[src/rtl/i2c_slave_ctrl.sv]
// i2c_slave_ctrl -- sequencing controller for the I2C slave datapath.
// Oversamples SCL/SDA on clk, detects START/STOP, walks the transaction
// phases, matches the 7-bit address and drives the open-drain SDA pull-down.
//
// Ports:
//   clk, rst     system clock (>=16x SCL), synchronous active-high reset
//   scl_in       raw bus SCL
//   sda_in       raw bus SDA
//   sda_oe       1 = pull SDA low, 0 = release
//   state        phase code: idle=0 start=1 ack1=2 address=3 stop=5 data=6 ack2=7
//   master_read  R/W bit of the current matched transaction
//   addr_match   high from acknowledge1 entry until idle/start
//   tx_data      byte to send on reads, latched when tx_load pulses
//   tx_load      1-cycle pulse when tx_data is captured
//   rx_data      last byte received on a write
//   rx_valid     1-cycle pulse, rx_data valid in the same cycle
//   nack_seen    1-cycle pulse when the master NACKs a read byte
//   busy         high whenever state != idle
module i2c_slave_ctrl #(
  parameter logic [6:0]  SLAVE_ADDR  = 7'b1001011,
  parameter int unsigned SYNC_STAGES = 2
) (
  input  logic       clk,
  input  logic       rst,
  input  logic       scl_in,
  input  logic       sda_in,
  output logic       sda_oe,
  output logic [2:0] state,
  output logic       master_read,
  output logic       addr_match,
  input  logic [7:0] tx_data,
  output logic       tx_load,
  output logic [7:0] rx_data,
  output logic       rx_valid,
  output logic       nack_seen,
  output logic       busy
);

  typedef enum logic [2:0] {
    ST_IDLE  = 3'd0,
    ST_START = 3'd1,
    ST_ACK1  = 3'd2,
    ST_ADDR  = 3'd3,
    ST_STOP  = 3'd5,
    ST_DATA  = 3'd6,
    ST_ACK2  = 3'd7
  } state_t;

  state_t state_q, state_nxt;

  logic [SYNC_STAGES-1:0] scl_sync, sda_sync;
  logic                   scl_hist, sda_hist;
  logic                   scl_s, sda_s;
  logic                   scl_rise_q, scl_fall_q, start_q, stop_q;

  logic [3:0] bitcnt_q, bitcnt_n, bitcnt_inc;
  logic [7:0] shreg_q, shreg_n;
  logic       ack_smp_q, ack_smp_n;   // master ACK bit sampled in ack2 (read)
  logic       ack_nak_q, ack_nak_n;   // sampled value was NACK
  logic       sda_oe_n, master_read_n, addr_match_n;
  logic       tx_load_n, rx_valid_n, nack_seen_n;
  logic [7:0] rx_data_n;

  assign scl_s = scl_sync[SYNC_STAGES-1];
  assign sda_s = sda_sync[SYNC_STAGES-1];
  assign state = state_q;

  // Synchronizers and history flops idle high so reset never fakes a START.
  // Decoded events are registered, giving SYNC_STAGES+1 clk pin-to-event.
  always_ff @(posedge clk) begin
    if (rst) begin
      scl_sync   <= '1;
      sda_sync   <= '1;
      scl_hist   <= 1'b1;
      sda_hist   <= 1'b1;
      scl_rise_q <= 1'b0;
      scl_fall_q <= 1'b0;
      start_q    <= 1'b0;
      stop_q     <= 1'b0;
    end else begin
      scl_sync   <= {scl_sync[SYNC_STAGES-2:0], scl_in};
      sda_sync   <= {sda_sync[SYNC_STAGES-2:0], sda_in};
      scl_hist   <= scl_s;
      sda_hist   <= sda_s;
      scl_rise_q <= scl_s & ~scl_hist;
      scl_fall_q <= ~scl_s & scl_hist;
      start_q    <= scl_s & scl_hist & sda_hist & ~sda_s;
      stop_q     <= scl_s & scl_hist & ~sda_hist & sda_s;
    end
  end

  // State register
  always_ff @(posedge clk) begin
    if (rst) state_q <= ST_IDLE;
    else     state_q <= state_nxt;
  end

  // Next-state logic
  always_comb begin
    state_nxt = state_q;
    if (stop_q) begin
      if (state_q != ST_IDLE) state_nxt = ST_STOP;
    end else if (start_q) begin
      state_nxt = ST_START;
    end else begin
      case (state_q)
        ST_START: if (scl_fall_q) state_nxt = ST_ADDR;
        ST_ADDR:
          if (scl_fall_q && bitcnt_q == 4'd8)
            state_nxt = (shreg_q[7:1] == SLAVE_ADDR) ? ST_ACK1 : ST_IDLE;
        ST_ACK1:  if (scl_fall_q) state_nxt = ST_DATA;
        ST_DATA:  if (scl_fall_q && bitcnt_q == 4'd8) state_nxt = ST_ACK2;
        ST_ACK2:
          if (scl_fall_q && (!master_read || (ack_smp_q && !ack_nak_q)))
            state_nxt = ST_DATA;
        ST_STOP:  state_nxt = ST_IDLE;
        default:  state_nxt = state_q;
      endcase
    end
  end

  // Output / datapath next values
  always_comb begin
    bitcnt_n      = bitcnt_q;
    shreg_n       = shreg_q;
    ack_smp_n     = ack_smp_q;
    ack_nak_n     = ack_nak_q;
    sda_oe_n      = sda_oe;
    master_read_n = master_read;
    addr_match_n  = addr_match;
    rx_data_n     = rx_data;
    tx_load_n     = 1'b0;
    rx_valid_n    = 1'b0;
    nack_seen_n   = 1'b0;
    bitcnt_inc    = (bitcnt_q == 4'd8) ? bitcnt_q : bitcnt_q + 4'd1;

    if ((stop_q && state_q != ST_IDLE) || start_q) begin
      sda_oe_n      = 1'b0;
      bitcnt_n      = '0;
      shreg_n       = '0;
      ack_smp_n     = 1'b0;
      ack_nak_n     = 1'b0;
      master_read_n = 1'b0;
      addr_match_n  = 1'b0;
    end else begin
      case (state_q)
        ST_START: if (scl_fall_q) bitcnt_n = '0;
        ST_ADDR: begin
          if (scl_rise_q) begin
            shreg_n  = {shreg_q[6:0], sda_s};
            bitcnt_n = bitcnt_inc;
          end else if (scl_fall_q && bitcnt_q == 4'd8 &&
                       shreg_q[7:1] == SLAVE_ADDR) begin
            sda_oe_n      = 1'b1;
            master_read_n = shreg_q[0];
            addr_match_n  = 1'b1;
          end
        end
        ST_ACK1: begin
          if (scl_fall_q) begin
            bitcnt_n = '0;
            if (master_read) begin
              shreg_n   = tx_data;
              tx_load_n = 1'b1;
              sda_oe_n  = ~tx_data[7];
            end else begin
              sda_oe_n  = 1'b0;
            end
          end
        end
        ST_DATA: begin
          if (scl_rise_q) begin
            bitcnt_n = bitcnt_inc;
            if (!master_read) shreg_n = {shreg_q[6:0], sda_s};
          end else if (scl_fall_q) begin
            if (bitcnt_q == 4'd8) begin
              ack_smp_n = 1'b0;
              ack_nak_n = 1'b0;
              if (master_read) begin
                sda_oe_n   = 1'b0;
              end else begin
                sda_oe_n   = 1'b1;
                rx_data_n  = shreg_q;
                rx_valid_n = 1'b1;
              end
            end else if (master_read) begin
              // shreg[7] is already on the bus; move the next bit up
              shreg_n  = {shreg_q[6:0], 1'b0};
              sda_oe_n = ~shreg_q[6];
            end
          end
        end
        ST_ACK2: begin
          if (!master_read) begin
            if (scl_fall_q) begin
              sda_oe_n = 1'b0;
              bitcnt_n = '0;
            end
          end else if (scl_rise_q && !ack_smp_q) begin
            ack_smp_n   = 1'b1;
            ack_nak_n   = sda_s;
            nack_seen_n = sda_s;
          end else if (scl_fall_q && ack_smp_q && !ack_nak_q) begin
            bitcnt_n  = '0;
            shreg_n   = tx_data;
            tx_load_n = 1'b1;
            sda_oe_n  = ~tx_data[7];
          end
        end
        default: ;
      endcase
    end
  end

  always_ff @(posedge clk) begin
    if (rst) begin
      bitcnt_q    <= '0;
      shreg_q     <= '0;
      ack_smp_q   <= 1'b0;
      ack_nak_q   <= 1'b0;
      sda_oe      <= 1'b0;
      master_read <= 1'b0;
      addr_match  <= 1'b0;
      tx_load     <= 1'b0;
      rx_data     <= '0;
      rx_valid    <= 1'b0;
      nack_seen   <= 1'b0;
      busy        <= 1'b0;
    end else begin
      bitcnt_q    <= bitcnt_n;
      shreg_q     <= shreg_n;
      ack_smp_q   <= ack_smp_n;
      ack_nak_q   <= ack_nak_n;
      sda_oe      <= sda_oe_n;
      master_read <= master_read_n;
      addr_match  <= addr_match_n;
      tx_load     <= tx_load_n;
      rx_data     <= rx_data_n;
      rx_valid    <= rx_valid_n;
      nack_seen   <= nack_seen_n;
      busy        <= (state_nxt != ST_IDLE);
    end
  end

endmodule

[config.mk]
export PLATFORM = sky130hd
export DESIGN_NAME = i2c_slave_ctrl
export DESIGN_NICKNAME = d
export VERILOG_FILES = /design/src/rtl/i2c_slave_ctrl.sv
export SDC_FILE = /design/constraint.sdc
export NUM_CORES = 1
export LEC_CHECK = 0
export CORE_UTILIZATION = 54
export CTS_CLUSTER_DIAMETER = 200
export CTS_CLUSTER_SIZE = 12
export DETAILED_ROUTE_END_ITERATION = 8
export PLACE_DENSITY = 0.87
export SYNTH_ARGS = -nofsm -noshare
export SYNTH_HDL_FRONTEND = slang
export SYNTH_SLANG_ARGS = --single-unit
[constraint.sdc]
create_clock -name clk -period 2.4 [get_ports clk]
set_input_delay 0.24 -clock clk [delete_from_list [all_inputs] [get_ports clk]]
set_output_delay 0.24 -clock clk [all_outputs]
set_load 0.005 [all_outputs]
==> reports/results.tsv <==
stage	metric	value	unit
run_status	outcome	finished clean	
logic_synthesis	ys_warn_count	0	
clock_network	clock_sinks	42	
sta	setup_viol	0	
critical_path	reg2reg_to	shreg_q[5]$_SDFFE_PP0P_	
sta	max_slew_margin	60.9	%
hold_path	holdPathStages	1	
clock_network	insertion_delay	0.30	ns
final_layout	fin_area	2460	µm²
hold_path	hold_path.class	flop to flop	
critical_path	end_kind	flop	
global_route	gr-usage-all-layers	24.8	%
critical_path	worstPathCellList	buf_4 -> mux2i_1 -> o221ai_2 -> or3_2 -> a21oi_1	
logic_synthesis	ys_types	52	
logic_synthesis	postSynthCellCount	234	
pwr	power_density	518	nW/µm²
critical_path	ff2ff_setup_slack	0.30	ns
clock_network	cts_resized	0	
drt	drt_iter0_drc	89	
placement	gp_congestion	0.926	
sta	fmax	0.476	GHz
job	maxCapViolCount	0	
final_layout	area_growth	18.8	%
global_route	grt_pass1_wl	7.79	mm
drt	drt-pass1-iter-count	4	
sta	hold_viol	0	
drt	ant_nets	0	
sta	min_period	2.10	ns
sta	rsz0062_at_grt	false	
die	die_h	63.9	µm
pwr	p_total	1.27	mW
pwr	total_leakage_power	0.952	nW
logic_synthesis	yosys.cell_count.top_type	dfxtp_1	
critical_path	cp.required	2.63	ns
sta	drv_slew	0	
global_route	grt_max_degree	20	
clock_network	cts_made_buffers	5	
logic_synthesis	netlist_area	2070	µm²
logic_synthesis	yosys.area.top_type	dfxtp_1	
critical_path	critPathKind	flop to flop	
die	rows	22	
logic_synthesis	synthFlopType	dfxtp_1	
global_route	grt_overflow	0	
clock_network	clk_pin_slew	0.08	ns
final_layout	final_util	67.2	%
sta	fin_skew	0.0105	ns
logic_synthesis	syn_area_per_cell	8.85	µm²
drt	vias	1771	
critical_path	crit_path_max_fanout	16	
drt	post-route-drc-count	0	
logic_synthesis	synth-async-reset-ratio	0	%
hold_path	hold_path.startpoint	scl_sync[0]$_SDFF_PP1_	
drt	routedWlPerCell	15.0	µm
logic_synthesis	yosysSeqAreaShare	40.6	%
sta	worstMarginPinSlew	0.586	ns
global_route	grt_pass1_vias	1586	
placement	postPlaceCellArea	2370	µm²
logic_synthesis	synth_area_leaders	dfxtp_1 41%, mux2i_1 8.7%, a21oi_1 5.1%	
critical_path	reg2reg_depth	5	
placement	dp_hpwl	3.29	mm
placement	place_ws	0.348	ns
placement	portBuffers	29	
logic_synthesis	ys_seq_elements	42	
logic_synthesis	syn-num-nets	248	
clock_network	clock_path_buffers	2	
drt	vias_per_cell	5.73	
clock_network	ctsRootBufferMaster	clkbuf_8	
die	die-area	4090	µm²
final_layout	diodes	0	
final_layout	nets	274	
final_layout	drive_gt1_share	14.2	%
logic_synthesis	yosysTopAreaCellShare	40.6	%
clock_network	cts_hold_buf	0	
clock_network	cts_max_level	2	
global_route	antenna_found_initial	0	
clock_network	cts_tree	built	
critical_path	r2r-start	state[0]$_SDFF_PP0_	
logic_synthesis	synth_edf_count	0	
die	io_pins	30	
pwr	ir_drop	0.429	mV
drt	wl	4.62	mm
sta	period_share	87.5	%
critical_path	critical_path_arrival	2.33	ns
die	core_area	3660	µm²
critical_path	worst_setup_path_start_kind	flop	
clock_network	postCtsSetupRepairBufs	0	
die	start_util	56.6	%
critical_path	worst_path_max_delay_cell	dfxtp_1	
logic_synthesis	synth_common_cells	42 x dfxtp_1, 25 x nor2_1, 21 x a21oi_1	
die	die_x	63.9	µm
hold_path	holdPathEnd	scl_sync[1]$_SDFF_PP1_	
sta	fin_ws	0.300	ns
critical_path	slowest_delay	0.60	ns
sta	tns	0	ns
==> layout by cell type (no fill, tap or decap), types with 3 or more instances in the layout <==
cell / instances
mux2i_1: 18
clkdlybuf4s50_1: 29
inv_1: 8
nand2b_1: 3
buf_4: 5
nand3_1: 4
dfxtp_1: 42
nor2_1: 25
or3_2: 6
or3_1: 4
or2_2: 7
nand3b_1: 4
clkbuf_8: 5
nor3_1: 5
a21oi_1: 21
nand2_1: 12
nor3b_1: 3
and3_1: 4
o21ai_0: 15
==> power by group <==
part	switching [mW]	internal, mW	total, mW
combinational	0.0543	0.0562	0.111
sequential	0.0155	0.707	0.722
clock	0.237	0.205	0.442
total	0.307	0.968	1.27
==> through the flow <==
step           instances  hold slack [ns]
2_1_floorplan        234            0.344
3_3_place_gp         301            0.395
3_5_place_dp         301            0.408
4_1_cts              309            0.426
5_1_grt              309            0.451
6_report             309            0.423
==> flip-flops by register name (all words and copies together) (netlist names) <==
register     flops
master_read      1
rx_valid         1
scl_hist         1
scl_rise_q       1
state            3
sda_hist         1
start_q          1
scl_sync         2
nack_seen        1
shreg_q          8
sda_sync         2
tx_load          1
bitcnt_q         4
rx_data          8
addr_match       1
sda_oe           1
ack_nak_q        1
scl_fall_q       1
ack_smp_q        1
busy             1
stop_q           1
==> layout make-up <==
type | instances | area [µm²]
fill | 309 | 1200
multi-input combinational | 169 | 1110
sequential | 42 | 841
timing repair buffer | 34 | 328
clock buffer | 6 | 72.6
tap | 48 | 60.1
inverter | 8 | 30.0
clock inverter | 2 | 13.8
==> logic make-up after synthesis <==
| logic type | count (synthesis) | share of synthesized area [%] |
|---|---|---|
| simple gates | 94 | 26.3 |
| mux | 19 | 9.24 |
| flops | 42 | 40.6 |
| fa+ha+maj | 2 | 1.21 |
| compound gates | 52 | 16.2 |
| xor+xnor | 2 | 0.846 |
| buf+inv | 23 | 5.56 |
==> critical path: cells and delay by family, from the launching register on <==
kind	cells	cell delay, ns
AO/OA/AOI/OAI	2	0.42
buffers and inverters	1	0.25
flip-flops	1	0.60
multiplexers	1	0.23
AND/OR/NAND/NOR	1	0.53
==> how the worst max path moves through the flow <==
stage	from	end	slack, ns	depth (start not counted)
2_1_floorplan	bitcnt_q[0]$_SDFFE_PP0P_	shreg_q[6]$_SDFFE_PP0P_	0.57	9
3_3_place_gp	state[0]$_SDFF_PP0_	shreg_q[5]$_SDFFE_PP0P_	0.44	5
3_5_place_dp	state[0]$_SDFF_PP0_	shreg_q[5]$_SDFFE_PP0P_	0.35	5
4_1_cts	state[0]$_SDFF_PP0_	shreg_q[3]$_SDFFE_PP0P_	0.32	5
5_1_grt	state[0]$_SDFF_PP0_	shreg_q[5]$_SDFFE_PP0P_	0.15	5
6_report	state[0]$_SDFF_PP0_	shreg_q[5]$_SDFFE_PP0P_	0.30	5
==> per-layer routing <==
layer / vias to the layer above / global-route usage [%] / part of all wire [%]
met5: - / 0 / 0
met4: 0 / 8.81 / 1.6
met3: 7 / 5.71 / 3.9
met2: 39 / 39.6 / 48
met1: 836 / 32.6 / 46
li1: 889 / - / -
No activity file was read; power rests on OpenSTA's default activity.
